==> src/rtl/traffic_lights_pkg.sv <==
// Shared types and constants for the traffic light controller.
package traffic_lights_pkg;

    typedef enum logic [2:0] {
        ST_OFF,
        ST_RED,
        ST_RED_YELLOW,
        ST_GREEN,
        ST_GREEN_BLINK,
        ST_YELLOW,
        ST_YELLOW_BLINK
    } state_t;

    localparam logic [2:0] CMD_ON           = 3'd0;
    localparam logic [2:0] CMD_OFF          = 3'd1;
    localparam logic [2:0] CMD_NOTRANSITION = 3'd2;
    localparam logic [2:0] CMD_SET_GREEN    = 3'd3;
    localparam logic [2:0] CMD_SET_RED      = 3'd4;
    localparam logic [2:0] CMD_SET_YELLOW   = 3'd5;

    localparam logic [15:0] DEF_GREEN_TIME  = 16'd16;
    localparam logic [15:0] DEF_RED_TIME    = 16'd16;
    localparam logic [15:0] DEF_YELLOW_TIME = 16'd6;

    function automatic logic [15:0] clamp_time(input logic [15:0] d);
        return (d == 16'd0) ? 16'd1 : d;
    endfunction

endpackage

==> src/rtl/traffic_lights_ctrl.sv <==
// Command-driven three-lamp traffic signal controller.
// Lamps are registered from the next-state decode.
module traffic_lights_ctrl
    import traffic_lights_pkg::*;
#(
    parameter int unsigned BLINK_HALF_PERIOD = 2,
    parameter int unsigned BLINK_GREEN_TIME  = 8,
    parameter int unsigned RED_YELLOW_TIME   = 6
) (
    input  logic        clk_i,
    input  logic        srst_i,
    input  logic [2:0]  cmd_type_i,
    input  logic        cmd_valid_i,
    input  logic [15:0] cmd_data_i,
    output logic        red_o,
    output logic        yellow_o,
    output logic        green_o
);

    localparam logic [15:0] HALF       = 16'(BLINK_HALF_PERIOD);
    localparam logic [15:0] BLINK_LAST = 16'(2 * BLINK_HALF_PERIOD - 1);
    localparam logic [15:0] GB_TIME    = 16'(BLINK_GREEN_TIME);
    localparam logic [15:0] RY_TIME    = 16'(RED_YELLOW_TIME);

    state_t      state_q, state_d, auto_next;
    logic [15:0] cnt_q, cnt_d;
    logic [15:0] blink_q, blink_d;
    logic [15:0] dur_q, dur_d;
    logic [15:0] green_time_q, red_time_q, yellow_time_q;
    logic        entry, timed, blink_on;
    logic        red_d, yellow_d, green_d;

    always_comb begin
        state_d   = state_q;
        entry     = 1'b0;
        timed     = 1'b1;
        auto_next = state_q;
        case (state_q)
            ST_RED:         auto_next = ST_RED_YELLOW;
            ST_RED_YELLOW:  auto_next = ST_GREEN;
            ST_GREEN:       auto_next = ST_GREEN_BLINK;
            ST_GREEN_BLINK: auto_next = ST_YELLOW;
            ST_YELLOW:      auto_next = ST_RED;
            default:        timed     = 1'b0;
        endcase

        // State-changing commands win over a timer expiring this cycle.
        if (cmd_valid_i) begin
            case (cmd_type_i)
                CMD_ON: begin
                    if (state_q == ST_OFF || state_q == ST_YELLOW_BLINK) begin
                        state_d = ST_RED;
                        entry   = 1'b1;
                    end
                end
                CMD_OFF: begin
                    state_d = ST_OFF;
                    entry   = 1'b1;
                end
                CMD_NOTRANSITION: begin
                    state_d = ST_YELLOW_BLINK;
                    entry   = 1'b1;
                end
                default: ;
            endcase
        end

        if (!entry && timed && cnt_q == dur_q - 16'd1) begin
            state_d = auto_next;
            entry   = 1'b1;
        end

        // Duration is latched on entry so later SET_* leave it alone.
        dur_d = dur_q;
        if (entry) begin
            case (state_d)
                ST_RED:         dur_d = red_time_q;
                ST_RED_YELLOW:  dur_d = RY_TIME;
                ST_GREEN:       dur_d = green_time_q;
                ST_GREEN_BLINK: dur_d = GB_TIME;
                ST_YELLOW:      dur_d = yellow_time_q;
                default:        dur_d = 16'd1;
            endcase
        end

        cnt_d   = entry ? 16'd0 : cnt_q + 16'd1;
        blink_d = (entry || blink_q == BLINK_LAST) ? 16'd0 : blink_q + 16'd1;
        blink_on = blink_d < HALF;

        red_d    = 1'b0;
        yellow_d = 1'b0;
        green_d  = 1'b0;
        case (state_d)
            ST_RED:          red_d    = 1'b1;
            ST_RED_YELLOW: begin
                red_d    = 1'b1;
                yellow_d = 1'b1;
            end
            ST_GREEN:        green_d  = 1'b1;
            ST_GREEN_BLINK:  green_d  = blink_on;
            ST_YELLOW:       yellow_d = 1'b1;
            ST_YELLOW_BLINK: yellow_d = blink_on;
            default: ;
        endcase
    end

    always_ff @(posedge clk_i) begin
        if (srst_i) begin
            state_q       <= ST_OFF;
            cnt_q         <= 16'd0;
            blink_q       <= 16'd0;
            dur_q         <= 16'd1;
            green_time_q  <= DEF_GREEN_TIME;
            red_time_q    <= DEF_RED_TIME;
            yellow_time_q <= DEF_YELLOW_TIME;
            red_o         <= 1'b0;
            yellow_o      <= 1'b0;
            green_o       <= 1'b0;
        end else begin
            state_q  <= state_d;
            cnt_q    <= cnt_d;
            blink_q  <= blink_d;
            dur_q    <= dur_d;
            red_o    <= red_d;
            yellow_o <= yellow_d;
            green_o  <= green_d;
            if (cmd_valid_i) begin
                case (cmd_type_i)
                    CMD_SET_GREEN:  green_time_q  <= clamp_time(cmd_data_i);
                    CMD_SET_RED:    red_time_q    <= clamp_time(cmd_data_i);
                    CMD_SET_YELLOW: yellow_time_q <= clamp_time(cmd_data_i);
                    default: ;
                endcase
            end
        end
    end

endmodule

==> config.mk <==
export PLATFORM = sky130hd
export DESIGN_NAME = traffic_lights_ctrl
export DESIGN_NICKNAME = d
export VERILOG_FILES = /design/src/rtl/traffic_lights_pkg.sv /design/src/rtl/traffic_lights_ctrl.sv
export SDC_FILE = /design/constraint.sdc
export NUM_CORES = 1
export LEC_CHECK = 0
export CORE_UTILIZATION = 39
export DETAILED_ROUTE_END_ITERATION = 6
export PLACE_DENSITY = 0.63
export SLEW_MARGIN = 25
export SYNTH_ARGS = -nofsm -noshare
export SYNTH_HDL_FRONTEND = slang
export SYNTH_SLANG_ARGS = --single-unit
==> constraint.sdc <==
create_clock -name clk_i -period 3.09 [get_ports clk_i]
set_input_delay 0.309 -clock clk_i [delete_from_list [all_inputs] [get_ports clk_i]]
set_output_delay 0.309 -clock clk_i [all_outputs]
set_load 0.01 [all_outputs]
After elaboration in Yosys (flattened, before gate mapping)
Cells that the tools add are included.
- bits of input ports: 22
- logic and storage cells: 65
- output and inout port bits: 3
- flip-flop bits (word level): 102
- reductions and logical operators: 16
- order comparisons: 1
- $add $sub $neg: 3
- equality and inequality tests: 19
- muxes and demuxes: 16
- operator list (kind ; number):
    $pmux W16 S5 ; 1
    $add A16 B1 Y16 const B ; 2
    $mux W16 ; 2
    $eq A3 B3 Y1 const B ; 8
    $eq A3 B2 Y1 const B ; 6
    $eq A16 B16 Y1 ; 1
    $eq A16 B2 Y1 const B ; 1
    $logic_not A16 Y1 ; 1
    $lt A16 B2 Y1 const B ; 1
    $sub A16 B1 Y16 const B ; 1
    $pmux W3 S5 ; 1
    $eq A3 B1 Y1 const B ; 3
    $mux W3 ; 3
    $pmux W3 S3 ; 1
    $reduce_or A2 Y1 ; 4
    $logic_not A3 Y1 ; 2
    $pmux W1 S2 ; 3
    $reduce_and A2 Y1 ; 3
    $mux W1 ; 5
    $reduce_or A5 Y1 ; 1
    $logic_and A1 B1 Y1 ; 2
    $logic_or A1 B1 Y1 ; 2
    $logic_not A1 Y1 ; 1

Logic depth before layout (Yosys ltp)
- word-level depth: 13
- mapped depth: 13
- gate-level depth less buffers: 11

Worst setup path after synthesis
OpenSTA, ideal clock, no wires.
- path type: reg-to-reg
- from: register dur_q[0]
- to: register yellow_o
- stages on the path, launching flop included: 12
- data required time: 2.973 ns
- slack: 0.102 ns
- library setup time: 0.117 ns
- buffers on the path: 1
- period minus slack after synthesis: 2.988 ns
- arrival time: 2.871 ns
- path through: dfxtp_1 > inv_1 > ha_1 > or3b_2 > o31ai_1 > nand2_1 > a211o_2 > nor2_8 > mux2i_4 > buf_6 > nand3_1 > a32o_1
- cells in the longest elaborated chain, start to end: 8
- elaborated cells on any way between the ends: 13
- those cells by class: add/sub: 1; order compare: 1; eq/ne: 4; mux: 4; reduce/logical: 3
- RTL lines (element ; RTL line ; RTL):
    start: declaration ; traffic_lights_ctrl.sv:28 ; logic [15:0] dur_q, dur_d;
    start signal: assignment ; traffic_lights_ctrl.sv:123 ; dur_q <= dur_d;
    $sub A16 B1 Y16 (*) ; traffic_lights_ctrl.sv:68 ; if (!entry && timed && cnt_q == dur_q - 16'd1) begin
    $eq A16 B16 Y1 (*) ; traffic_lights_ctrl.sv:68 ;
    $logic_and A1 B1 Y1 (*) ; traffic_lights_ctrl.sv:68 ;
    $mux W1 ; traffic_lights_ctrl.sv:68 ;
    $logic_or A1 B1 Y1 ; traffic_lights_ctrl.sv:87 ; blink_d = (entry || blink_q == BLINK_LAST) ? 16'd0 : blink_q + 16'd1;
    $mux W16 ; traffic_lights_ctrl.sv:87 ;
    $lt A16 B2 Y1 ; traffic_lights_ctrl.sv:88 ; blink_on = blink_d < HALF;
    $pmux W1 S2 (*) ; traffic_lights_ctrl.sv:93 ; case (state_d)
    end signal: assignment ; traffic_lights_ctrl.sv:125 ; yellow_o <= yellow_d;
    end: declaration ; traffic_lights_ctrl.sv:16 ; output logic yellow_o,
Every way passes the cells marked *; elsewhere a longest branch is shown, timed or not.
A chain may end at the register's enable or synchronous reset.

Final worst setup path
- from: register dur_q[4]
- to: register yellow_o
Same word-level chain as after synthesis.

==> summary.txt <==
Clocking
  – CTS buffer count: 9
  – Clk sinks: 102
  – Clock root cell: clkbuf_16
  – CTS max path bufs: 2
  – Clock Latency Late Sink: 0.36 ns
  – CTS tree: yes
  – H-tree Lvls: 3
  – Clock slew at reported path FFs: 0.07 ns
  – CTS hold repair buffers: 0

Timing
  – Max-slew violations: 0
  – Final setup viols: 0
  – Worst-margin pin slew: 0.780 ns
  – Clock skew: 0.00895 ns
  – Worst slew margin: 47.7%
  – Worst Slack Setup Final: 0.127 ns
  – Final Hold Violating Endpoints: 0
  – Fmax achieved: 337 MHz
  – TNS Setup: 0 ns
  – Period utilization: 95.9%
  – Tmin final: 2.96 ns

Synth
  – Seq/Total Area, Yosys: 39.1%
  – Average footprint of a synthesized cell: 8.15 µm²
  – Synth Net Count: 665
  – Synth unique cells: 65
  – Number of synthesized flops with an enable pin: 0
  – Mapped Cells: 640
  – Async set-reset flop share out of synthesis: 0%
  – Ys flop type: dfxtp_1
  – Yosys warnings: 0
  – Synth Cell Area: 5220 µm²
  – Yosys reg bits: 102

GRT
  – Initial antenna violation count: 0
  – Tot GR Track Use: 18.1%
  – Remaining global-route overflow: 0
  – Largest net degree at the start of global routing: 51
  – Vias in the first global route: 4135
  – First-pass GRT wire length: 20200 µm

Route
  – DRT Wirelength: 12500 µm
  – Routed vias/inst: 5.34
  – Via count: 4506
  – Initial DRC count: 235
  – Detail Route Antenna Nets: 0
  – Routed WL per cell: 14.8 µm
  – Residual DRC count: 0
  – Total iterations of the first detailed-routing run: 5

Layout
  – Diodes inserted: 0
  – Commonest cells after routing, fill and taps aside: nand2_1, dfxtp_1, nor2_1
  – Share of layout cells above drive strength 1: 11.9%
  – Net count, final: 692
  – Commonest non-fill, non-tap cell in the layout: nand2_1
  – Final Cell Area: 6100 µm²
  – Synthesis-to-finish area growth: 16.9%

Power
  – PD cells: 632 nW/µm²
  – Comb pwr share: 33.1%
  – Reg power frac: 37.7%
  – Peak VDD IR: 323 µV
  – Leakage: 2.13 nW
  – Sw power: 1.29 mW
  – P_int: 2.56 mW
  – Clock share of power: 29.2%
  – Switching Fraction: 33.5%

Setup path
  – Crit Path Class: flop to flop
  – Arr. time, crit path: 3.21 ns
  – Worst-path fanout max: 7
  – Startpoint types: flop
  – Reg2Reg Setup Slack: 0.13 ns
  – WP data required: 3.34 ns
  – Critical Path Sink Type: flop

Floorplan
  – Die area: 13800 µm²
  – Top Ports: 25
  – Site row count: 41
  – Die W: 118 µm
  – Initial core utilization: 40.7%
  – Die H: 118 µm
  – Core area: 12800 µm²

Placed design
  – Dpl hpwl: 9030 µm
  – # port buffers: 24
  – Dpl cell area: 5710 µm²
  – Post-place setup slack: 0.0671 ns
  – Placer congestion estimate: 0.953

Hold path
  – Hold Path Class: input port to flop

Flow run
  – Maxcap violations: 0

Status
  – Status: finished, final reports clean
-- flip-flops by register name, summed over array words and instances (netlist names) --
signal	count
blink_q	16
cnt_q	16
dur_q	16
green_o	1
green_time_q	16
red_o	1
red_time_q	16
state_q	3
yellow_o	1
yellow_time_q	16
-- final cells by class --
class / instances / area [µm²]
Clock inverter: 5 / 50.0
Tap cell: 172 / 215
Timing Repair Buffer: 50 / 477
Fill cell: 1272 / 6730
Multi-Input combinational cell: 495 / 3030
Clock buffer: 11 / 243
Sequential cell: 102 / 2050
Inverter: 9 / 33.8
-- Yosys cell counts (2+ instances only) --
cell type  number  area [µm²]
o31ai_1         3        22.5
nor3b_1         2        15.0
nor4_2          2        25.0
xnor2_1        30         263
o211ai_1        5        37.5
xor2_1         28         245
or2_2           2        12.5
nor3_2          3        30.0
nor2b_1         4        25.0
a211oi_1        6        45.0
nor4_1         11        68.8
dfxtp_1       102        2040
nand4_1         5        31.3
nand2b_1        9        56.3
and4_1          4        35.0
a21boi_0        2        15.0
buf_6           2        22.5
o21a_1          2        15.0
a31oi_1         2        12.5
or3b_2          2        17.5
nor2_1         60         225
inv_1           9        33.8
ha_1            3        37.5
mux2i_1        17         170
nand2_1       121         454
buf_2           3        15.0
and2_1          3        18.8
clkbuf_1       27         101
a21oi_1        53         265
nand3_1        31         155
nor3_1          9        45.0
a22oi_1        12        90.1
or4_4           2        22.5
and3_1          9        56.3
mux2_2          2        22.5
o21ai_0        21         105
a21o_1          4        30.0
-- power by group through the flow --
stage	combinational (mW)	sequential (mW)	clock, mW
final	1.28	1.45	1.13
after global routing	1.37	1.46	1.21
after CTS	1.17	1.45	1.16
after detailed placement	1.17	1.48	0
after global placement	1.15	1.48	0
after floorplan	0.882	1.46	0
-- cells by family after synthesis --
group | synth area share, %
buffers and inverters | 3.76
AO/OA/AOI/OAI | 15.5
flip-flops | 39.1
multiplexers | 4.39
adder cells (fa/ha/maj) | 0.720
AND/OR/NAND/NOR | 26.7
XOR/XNOR | 9.74
-- timing repair --
| action | in CTS | in global routing |
|---|---|---|
| gates resized for setup | 0 | 14 |
| endpoints found under the setup margin | 0 | 17 |
| setup buffers | 0 | 2 |
-- path summary, 6_finish.rpt --
| check | from | end | depth (start not counted) |
|---|---|---|---|
| worst max-delay path | dur_q[4]$_SDFFE_PP0P_ | yellow_o$_SDFF_PP0_ | 10 |
| worst min-delay path | srst_i | green_time_q[4]$_SDFFE_PP1P_ | 3 |
| worst max register to register | dur_q[4]$_SDFFE_PP0P_ | yellow_o$_SDFF_PP0_ | 10 |
| worst min register to register | green_time_q[2]$_SDFFE_PP0P_ | green_time_q[2]$_SDFFE_PP0P_ | 2 |
-- layer usage --
layer / GRT usage, % / share of wire (%) / up-vias
met1: 23.2 / 46 / 2122
met4: 6.33 / 1.9 / 0
met5: 0 / 0 / -
met3: 4.60 / 4.0 / 16
li1: - / - / 2276
met2: 29.4 / 48 / 92
-- worst max-delay path, stage by stage, from the launching register on --
cell       delay, ns
dfxtp_1         0.40
or4_4           0.61
nor4_2          0.16
nand3_1         0.14
a21oi_2         0.21
o2111ai_4       0.21
nor2_8          0.24
mux2i_4         0.36
buf_4           0.19
nand3_1         0.08
a32o_1          0.27
-- through the flow --
stage | hold slack (ns) | instances | util (%) | power, mW
floorplan | 0.433 | 640 | - | 2.34
global route | 0.393 | 844 | 47.5 | 4.05
CTS | 0.361 | 841 | 46.8 | 3.78
global placement | 0.446 | 825 | 44.5 | 2.63
finish | 0.384 | 844 | 47.5 | 3.85
detailed placement | 0.447 | 825 | 44.5 | 2.64
Power figures use the tool's default switching activity.
